File: src/rtl/types.sv
// Shared types for the MEM pipeline stage: memory-op encodings, stage
// payload structs, FSM state enum and small op-classification helpers.
package types;

  typedef enum logic [3:0] {
    MEM_OP_NONE,
    MEM_OP_LB,
    MEM_OP_LBU,
    MEM_OP_LH,
    MEM_OP_LHU,
    MEM_OP_LW,
    MEM_OP_SB,
    MEM_OP_SH,
    MEM_OP_SW
  } mem_op_e;

  typedef struct packed {
    logic [4:0]  rd_addr;
    logic [31:0] rd_data;   // ALU result: effective address or final result
    mem_op_e     mem_op;
    logic [31:0] mem_data;  // store data
  } mem_params_t;

  typedef struct packed {
    logic [4:0]  rd_addr;
    logic [31:0] rd_data;
    logic        rd_we;
  } wb_params_t;

  typedef enum logic {
    IDLE,
    BUS
  } mem_state_e;

  function automatic logic is_load(input mem_op_e op);
    return op inside {MEM_OP_LB, MEM_OP_LBU, MEM_OP_LH, MEM_OP_LHU, MEM_OP_LW};
  endfunction

  function automatic logic is_store(input mem_op_e op);
    return op inside {MEM_OP_SB, MEM_OP_SH, MEM_OP_SW};
  endfunction

endpackage

File: src/rtl/mem_lane_fmt.sv
// Combinational byte-lane logic: store enables/replication, alignment check,
// and load lane extraction with sign or zero extension.
module mem_lane_fmt
  import types::*;
(
  input  mem_op_e     st_op,
  input  logic [1:0]  st_addr_lo,
  input  logic [31:0] st_data,
  output logic [3:0]  st_be,
  output logic [31:0] st_wdata,
  output logic        misaligned,
  input  mem_op_e     ld_op,
  input  logic [1:0]  ld_addr_lo,
  input  logic [31:0] rdata,
  output logic [31:0] ld_data
);

  logic [31:0] shifted;

  // NOTE: every output gets a default first so no path leaves it unassigned,
  // which would otherwise infer a latch.
  always_comb begin
    st_be      = '0;
    st_wdata   = '0;
    misaligned = 1'b0;
    case (st_op)
      MEM_OP_LB, MEM_OP_LBU, MEM_OP_SB: begin
        st_be    = 4'b0001 << st_addr_lo;
        st_wdata = {4{st_data[7:0]}};
      end
      MEM_OP_LH, MEM_OP_LHU, MEM_OP_SH: begin
        st_be      = st_addr_lo[1] ? 4'b1100 : 4'b0011;
        st_wdata   = {2{st_data[15:0]}};
        misaligned = st_addr_lo[0];
      end
      MEM_OP_LW, MEM_OP_SW: begin
        st_be      = 4'b1111;
        st_wdata   = st_data;
        misaligned = (st_addr_lo != 2'b00);
      end
      default: ;
    endcase
  end

  // Aligned accesses only reach here, so a word load always sees a zero shift.
  assign shifted = rdata >> {ld_addr_lo, 3'b000};

  always_comb begin
    ld_data = shifted;
    case (ld_op)
      MEM_OP_LB:  ld_data = {{24{shifted[7]}}, shifted[7:0]};
      MEM_OP_LBU: ld_data = {24'h0, shifted[7:0]};
      MEM_OP_LH:  ld_data = {{16{shifted[15]}}, shifted[15:0]};
      MEM_OP_LHU: ld_data = {16'h0, shifted[15:0]};
      default: ;
    endcase
  end

endmodule

File: src/rtl/mem_stage.sv
// MEM pipeline stage: passes ALU results through, runs loads/stores over a
// single-outstanding data bus, and registers the MEM/WB payload.
module mem_stage
  import types::*;
(
  input  logic        clk,
  input  logic        rst_n,
  input  mem_params_t mem_params,
  input  logic        mem_valid,
  output logic        stall,
  output logic        dbus_req,
  output logic        dbus_we,
  output logic [31:0] dbus_addr,
  output logic [3:0]  dbus_be,
  output logic [31:0] dbus_wdata,
  input  logic        dbus_ack,
  input  logic [31:0] dbus_rdata,
  output wb_params_t  wb_params,
  output logic        wb_valid,
  output logic        align_err
);

  mem_state_e  state_q, state_d;
  mem_op_e     op_q;
  logic [1:0]  addr_lo_q;
  logic [4:0]  rd_addr_q;
  logic        is_mem;
  logic        misaligned;
  logic [3:0]  fmt_be;
  logic [31:0] fmt_wdata;
  logic [31:0] ld_data;

  assign is_mem = (mem_params.mem_op != MEM_OP_NONE);

  mem_lane_fmt u_lane_fmt (
    .st_op      (mem_params.mem_op),
    .st_addr_lo (mem_params.rd_data[1:0]),
    .st_data    (mem_params.mem_data),
    .st_be      (fmt_be),
    .st_wdata   (fmt_wdata),
    .misaligned (misaligned),
    .ld_op      (op_q),
    .ld_addr_lo (addr_lo_q),
    .rdata      (dbus_rdata),
    .ld_data    (ld_data)
  );

  // NOTE: sequential state uses non-blocking assignments so every register
  // samples pre-edge values regardless of block ordering.
  always_ff @(posedge clk or negedge rst_n) begin
    if (!rst_n) state_q <= IDLE;
    else        state_q <= state_d;
  end

  // dbus_req decodes straight from the state flop, so reset drops it at once.
  always_comb begin
    state_d  = state_q;
    stall    = 1'b0;
    dbus_req = 1'b0;
    case (state_q)
      IDLE: begin
        if (mem_valid && is_mem && !misaligned) begin
          stall   = 1'b1;
          state_d = BUS;
        end
      end
      BUS: begin
        dbus_req = 1'b1;
        stall    = !dbus_ack;
        if (dbus_ack) state_d = IDLE;
      end
      default: state_d = IDLE;
    endcase
  end

  always_ff @(posedge clk or negedge rst_n) begin
    if (!rst_n) begin
      wb_valid   <= 1'b0;
      wb_params  <= '0;
      align_err  <= 1'b0;
      dbus_we    <= 1'b0;
      dbus_addr  <= '0;
      dbus_be    <= '0;
      dbus_wdata <= '0;
      op_q       <= MEM_OP_NONE;
      addr_lo_q  <= '0;
      rd_addr_q  <= '0;
    end else begin
      wb_valid  <= 1'b0;
      align_err <= 1'b0;
      if (state_q == IDLE && mem_valid) begin
        if (!is_mem) begin
          wb_valid          <= 1'b1;
          wb_params.rd_addr <= mem_params.rd_addr;
          wb_params.rd_data <= mem_params.rd_data;
          wb_params.rd_we   <= (mem_params.rd_addr != 5'd0);
        end else if (misaligned) begin
          align_err <= 1'b1;
        end else begin
          dbus_we    <= is_store(mem_params.mem_op);
          dbus_addr  <= {mem_params.rd_data[31:2], 2'b00};
          dbus_be    <= fmt_be;
          dbus_wdata <= fmt_wdata;
          op_q       <= mem_params.mem_op;
          addr_lo_q  <= mem_params.rd_data[1:0];
          rd_addr_q  <= mem_params.rd_addr;
        end
      end else if (state_q == BUS && dbus_ack) begin
        wb_valid          <= 1'b1;
        wb_params.rd_addr <= rd_addr_q;
        wb_params.rd_data <= is_load(op_q) ? ld_data : 32'h0;
        wb_params.rd_we   <= is_load(op_q) && (rd_addr_q != 5'd0);
      end
    end
  end

endmodule

File: config.mk
export PLATFORM = sky130hd
export DESIGN_NAME = mem_stage
export DESIGN_NICKNAME = d
export VERILOG_FILES = /design/src/rtl/types.sv /design/src/rtl/mem_lane_fmt.sv /design/src/rtl/mem_stage.sv
export SDC_FILE = /design/constraint.sdc
export NUM_CORES = 1
export LEC_CHECK = 0
export CORE_MARGIN = 2
export CORE_UTILIZATION = 48
export CTS_CLUSTER_DIAMETER = 80
export DETAILED_ROUTE_END_ITERATION = 8
export PLACE_DENSITY = 0.86
export SYNTH_ARGS = -nofsm -noshare
export SYNTH_HDL_FRONTEND = slang
export SYNTH_SLANG_ARGS = --single-unit
export TNS_END_PERCENT = 30
File: constraint.sdc
create_clock -name clk -period 4 [get_ports clk]
set_input_delay 1 -clock clk [delete_from_list [all_inputs] [get_ports clk]]
set_output_delay 1 -clock clk [all_outputs]
set_load 0.01 [all_outputs]
Word-level counts from Yosys, hierarchy flattened
Index checks and enable logic that the tools add are counted.

storage, ports and cells
  output and inout bits = 111
  bits of input ports = 109
  word-level logic and storage cells = 70
  register bits after elaboration = 119

operators by class
  reduce and logical (&&, ||, !) cells = 19
  bitwise operators = 2
  shift-type cells = 2
  mux-type cells = 20
  equality and inequality tests = 14

operators with widths
  operator               number
  $pmux W32 S4           1
  $mux W38               3
  $pmux W32 S3           1
  $mux W32               1
  $shr A32 B5 Y32        1
  $eq A4 B3 Y1 const B   6
  $eq A4 B2 Y1 const B   4
  $reduce_bool A5 Y1     3
  $pmux W4 S3            1
  $mux W1                9
  $eq A4 B1 Y1 const B   2
  $pmux W1 S2            3
  $reduce_or A3 Y1       2
  $logic_and A1 B1 Y1    5
  $eq A4 B4 Y1 const B   1
  $mux W4                1
  $reduce_bool A2 Y1     2
  $reduce_bool A4 Y1     1
  $shl A1 B2 Y4 const A  1
  $reduce_and A3 Y1      1
  $reduce_bool A3 Y1     1
  $logic_not A1 Y1       2
  $ne A2 B2 Y1 const B   1
  $not A1 Y1             2
  other kinds (2)        2

Depth between registers and ports, before layout
  depth in word-level cells = 7
  depth in mapped cells = 9
  gate-level depth less buffers = 5

Hierarchy
A second synthesis with hierarchy kept.

second synthesis, totals
  cell total of the unflattened synthesis = 582
  area total of the unflattened synthesis = 6462.4 um^2

by module, submodules not included
  module        cells each  area each (um^2)  instances
  mem_stage     361         4833.4            1
  mem_lane_fmt  221         1629.1            1

Worst setup path before layout
Ideal clock, no wire load.

  path kind = input-to-output
  start = in mem_params[34] (netlist bit)
  end = out stall
  slack = 0.679 ns
  stages = 7
  required time = 3.000 ns
  arrival time = 2.321 ns
  path through = buf_4 -> or4_1 -> buf_2 -> nand4_1 -> buf_2 -> buf_2 -> o21ai_0

between the ends
  cells in the longest elaborated chain, start to end = 7

ends and longest elaborated chain
  item                                                         line                source
  start, declared                                              mem_stage.sv:8      input mem_params_t mem_params,
  $eq A4 B3 Y1 (tied with other cells)                         mem_lane_fmt.sv:26  case (st_op)
  $reduce_or A3 Y1 / $reduce_or A2 Y1 (equally long branches)  mem_lane_fmt.sv:26
  $pmux W1 S2                                                  mem_lane_fmt.sv:26
  $logic_not A1 Y1                                             mem_stage.sv:62     if (mem_valid && is_mem && !misaligned) begin
  $logic_and A1 B1 Y1 *                                        mem_stage.sv:62
  $mux W1 *                                                    mem_stage.sv:62
  $pmux W1 S2 *                                                mem_stage.sv:60     case (state_q)
  end, declared                                                mem_stage.sv:10     output logic stall,

Every way passes the cells marked *; elsewhere a longest branch is shown, timed or not.

Worst setup path in the final report
  start = in mem_params[33] (netlist bit)
  end = out stall

Same word-level chain as after synthesis.

==> results.md <==
- Worst-path clk slew: 0.05 ns
- Register-to-register setup slack: 1.53 ns
- Crit Reg-Reg Endpoint: wb_params[16]$_DFFE_PN0P_
- Worst setup EP type: output port
- Combined area of the multi-input logic cells: 2540 µm²
- Fin cells: 982
- Met1 Wirelength: 7416 µm
- Placed cells: 952
- Hold-fix buffers, CTS: 0
- Starting Density: 0.4864
- Die W: 113.6 µm
- Post-synth EDFFs: 0
- Power, Total: 5345 µW
- Buffers on Ports: 217
- CTS tree: yes
- Slew HR: 0.4394
- Area of the core: 11860 µm²
- Residual DRC: 0
- Most used cell, CP: clkdlybuf4s50_1
- Leakage power: 0.003769 µW
- Clock root buffer: clkbuf_16
- Met3 Wirelength: 2018 µm
- WHS Path Cells: 2
- Aggregate global routing overflow: 0
- Cts bufs inserted: 17
- DP Area: 8038 µm²
- Seq/Total Area, Yosys: 0.5162
- Drt pass-1 iters: 7
- Unrepaired setup endpoints after global routing: no
- Synth warn: 0
- Slowest Stage Delay on Critical Path: 0.58 ns
- Final-report hold violation count: 0
- Die Area: 12910 µm²
- Gate Count Post-Synth: 617
- Layout cells sized above 1: 0.08144
- Post-Place Setup Slack: 0.1564 ns
- Max_cap viols: 0
- R2R depth: 5
- Top Ports: 220
- Layout area overhead: 50.55%
- Pins Over Slew Limit: 0
- Worst VDD drop: 0.2769 mV
- Largest net degree at the start of global routing: 84
- # H-tree levels: 4
- Setup WS post-layout: 0.1585 ns
- Die H: 113.6 µm
- Post-synth top flop: dfrtp_1
- WP data required: 3.00 ns
- DRC marker count from the first detailed-route iteration: 575
- Gr usage total: 0.3064
- Drt total wl: 19600 µm
- Peak Freq: 260.3 MHz
- Average cell area after synthesis: 9.351 µm²
- Post-DP HPWL: 14050 µm
- Final ANT Viol Nets: 0
- First-pass GRT wire length: 30660 µm
- Netlist cell types: 50
- Clock period minus final worst setup slack: 3.841 ns
- Min-Delay Startpoint: dbus_addr[25]$_DFFE_PN0P_
- Bufs on Longest Clock Path: 2
- RD Place Congestion: 0.9194
- Register area: 2978 µm²
- Routed WL per cell: 19.96 µm
- Delay-heaviest family, CP: buffers and inverters
- Antenna violations before repair: 0
- Post-synth top cells: nand2_1, dfrtp_1, nor2_1, a22oi_1, a21oi_1
- Buf+Inv Stages, Crit Path: 2
- Vias in the first global route: 5864
- Worst path slowest cell: or4_1
- Critical Path AT: 2.84 ns
- Most frequent cell after synthesis: nand2_1
- Critical Path, Cell by Cell: clkdlybuf4s50_1 > or4_1 > nand4_1 > o21ai_0 > clkdlybuf4s50_1
- Dominant cells by area after synthesis: dfrtp_1, nand2_1, a22oi_1
- Worst min path class: flop to flop
- Row count: 40
- # diodes: 0
- Design Area, Final: 8686 µm²
- Top Metal Used: met4
- Share of the synthesized area in the top cell type: 0.5162
- Synthesized area: 5769 µm²
- WL met2: 9184 µm
- RR Startpoint: addr_lo_q[1]$_DFFE_PN0P_
- Number of setup violations in the final report: 0
- Largest area contributor in the netlist: dfrtp_1
- Worst Skew: 0.007618 ns
- Max Fanout on Critical Path: 7
- Num Clock Sinks: 119
- Final period utilization: 0.9604
- Worst slew pin tran: 0.8410 ns
- Post-synth ARST share: 1.000
- Status: finished clean
- Setup TNS: 0 ns
- Clock latency on the worst-skew pair: 0.40 ns
- Power per cell area: 615.4 nW/µm²
- CP Class: input port to output port
- Via density: 5.928
- #FFs+latches synth: 119
- Fillers: 851
- CP startpoint kind: input port
- Hold EP: dbus_addr[25]$_DFFE_PN0P_
- Final net count: 933
- DR vias: 5821
-- logic make-up (layout without fill, tap and decap cells) --
family / Yosys count / after routing / synth area share
flops: 119 / 119 / 0.5162
simple gates: 256 / 256 / 0.1867
other cells: 1 / 2 / 0.0006500
mux: 25 / 25 / 0.04728
buf+inv: 49 / 266 / 0.04684
compound gates: 167 / 167 / 0.2023
-- worst reg2reg max path: stages, from the launching register on --
cell	delay, ns
dfrtp_1	0.86
mux4_2	0.69
and3_1	0.29
a21o_1	0.23
a22oi_1	0.17
a21oi_1	0.10
-- cell type report --
class,instances,share of cell area
flip-flops and latches,119,0.3428
multi-input cells,450,0.2924
repair buffers,234,0.2688
clock buffers,20,0.05373
well taps,147,0.02118
clock inverters,10,0.02017
inverters,2,0.0008643
-- where the power goes --
part / internal [µW] / switching (µW)
clock: 1140 / 528
combinational: 975 / 904
sequential: 1550 / 244
-- worst max-delay path by stage --
stage | start | cells after the start | to
6_report | mem_params[33] | 5 | stall
5_1_grt | mem_params[32] | 5 | stall
4_1_cts | mem_params[32] | 6 | stall
3_5_place_dp | mem_params[32] | 6 | stall
3_3_place_gp | mem_params[32] | 5 | stall
2_1_floorplan | mem_params[34] | 7 | stall
-- registers in the layout (all words and copies together) (netlist names) --
register and count:
dbus_wdata 32, wb_params 38, dbus_be 4, rd_addr_q 5
op_q 4, state_q 1, align_err 1, wb_valid 1
dbus_we 1, dbus_addr 30, addr_lo_q 2
-- metal layers --
layer | vias to the layer above | GRT usage
met4 | 0 | 0.1740
met2 | 375 | 0.4914
met1 | 2793 | 0.3800
met5 | - | 0
li1 | 2590 | -
met3 | 63 | 0.07705
-- through the flow --
stage                     utilization  hold slack [ns]
after floorplan                     -           0.4589
after global placement         0.6776           0.4577
after detailed placement       0.6776           0.4617
after CTS                      0.7318           0.4747
after global routing           0.7323           0.5006
final                          0.7323           0.4747
-- layout by cell type, fill, tap and decap left out, types with 2 or more instances in the layout --
master / count
a21o_1: 8
a21oi_1: 37
a221oi_1: 8
a222oi_1: 8
a22o_1: 9
a22oi_1: 40
a31oi_1: 6
buf_12: 3
buf_4: 15
bufinv_16: 5
clkbuf_16: 17
clkbuf_8: 3
clkdlybuf4s50_1: 216
clkinv_2: 5
conb_1: 2
dfrtp_1: 119
inv_1: 2
mux2_2: 8
mux2i_1: 16
nand2_1: 161
nand2b_1: 4
nand3_1: 2
nand3b_1: 2
nand4b_1: 2
nor2_1: 60
nor2b_1: 7
nor3_1: 2
o21ai_0: 21
o21ai_1: 11
o2bb2ai_1: 7
o31ai_1: 5
or4_1: 3
-- repair_timing --
item	4_1_cts	5_1_grt
buffers inserted	0	0
setup endpoints to repair	0	1
gates resized for setup	0	1
Power figures use the tool's default switching activity.
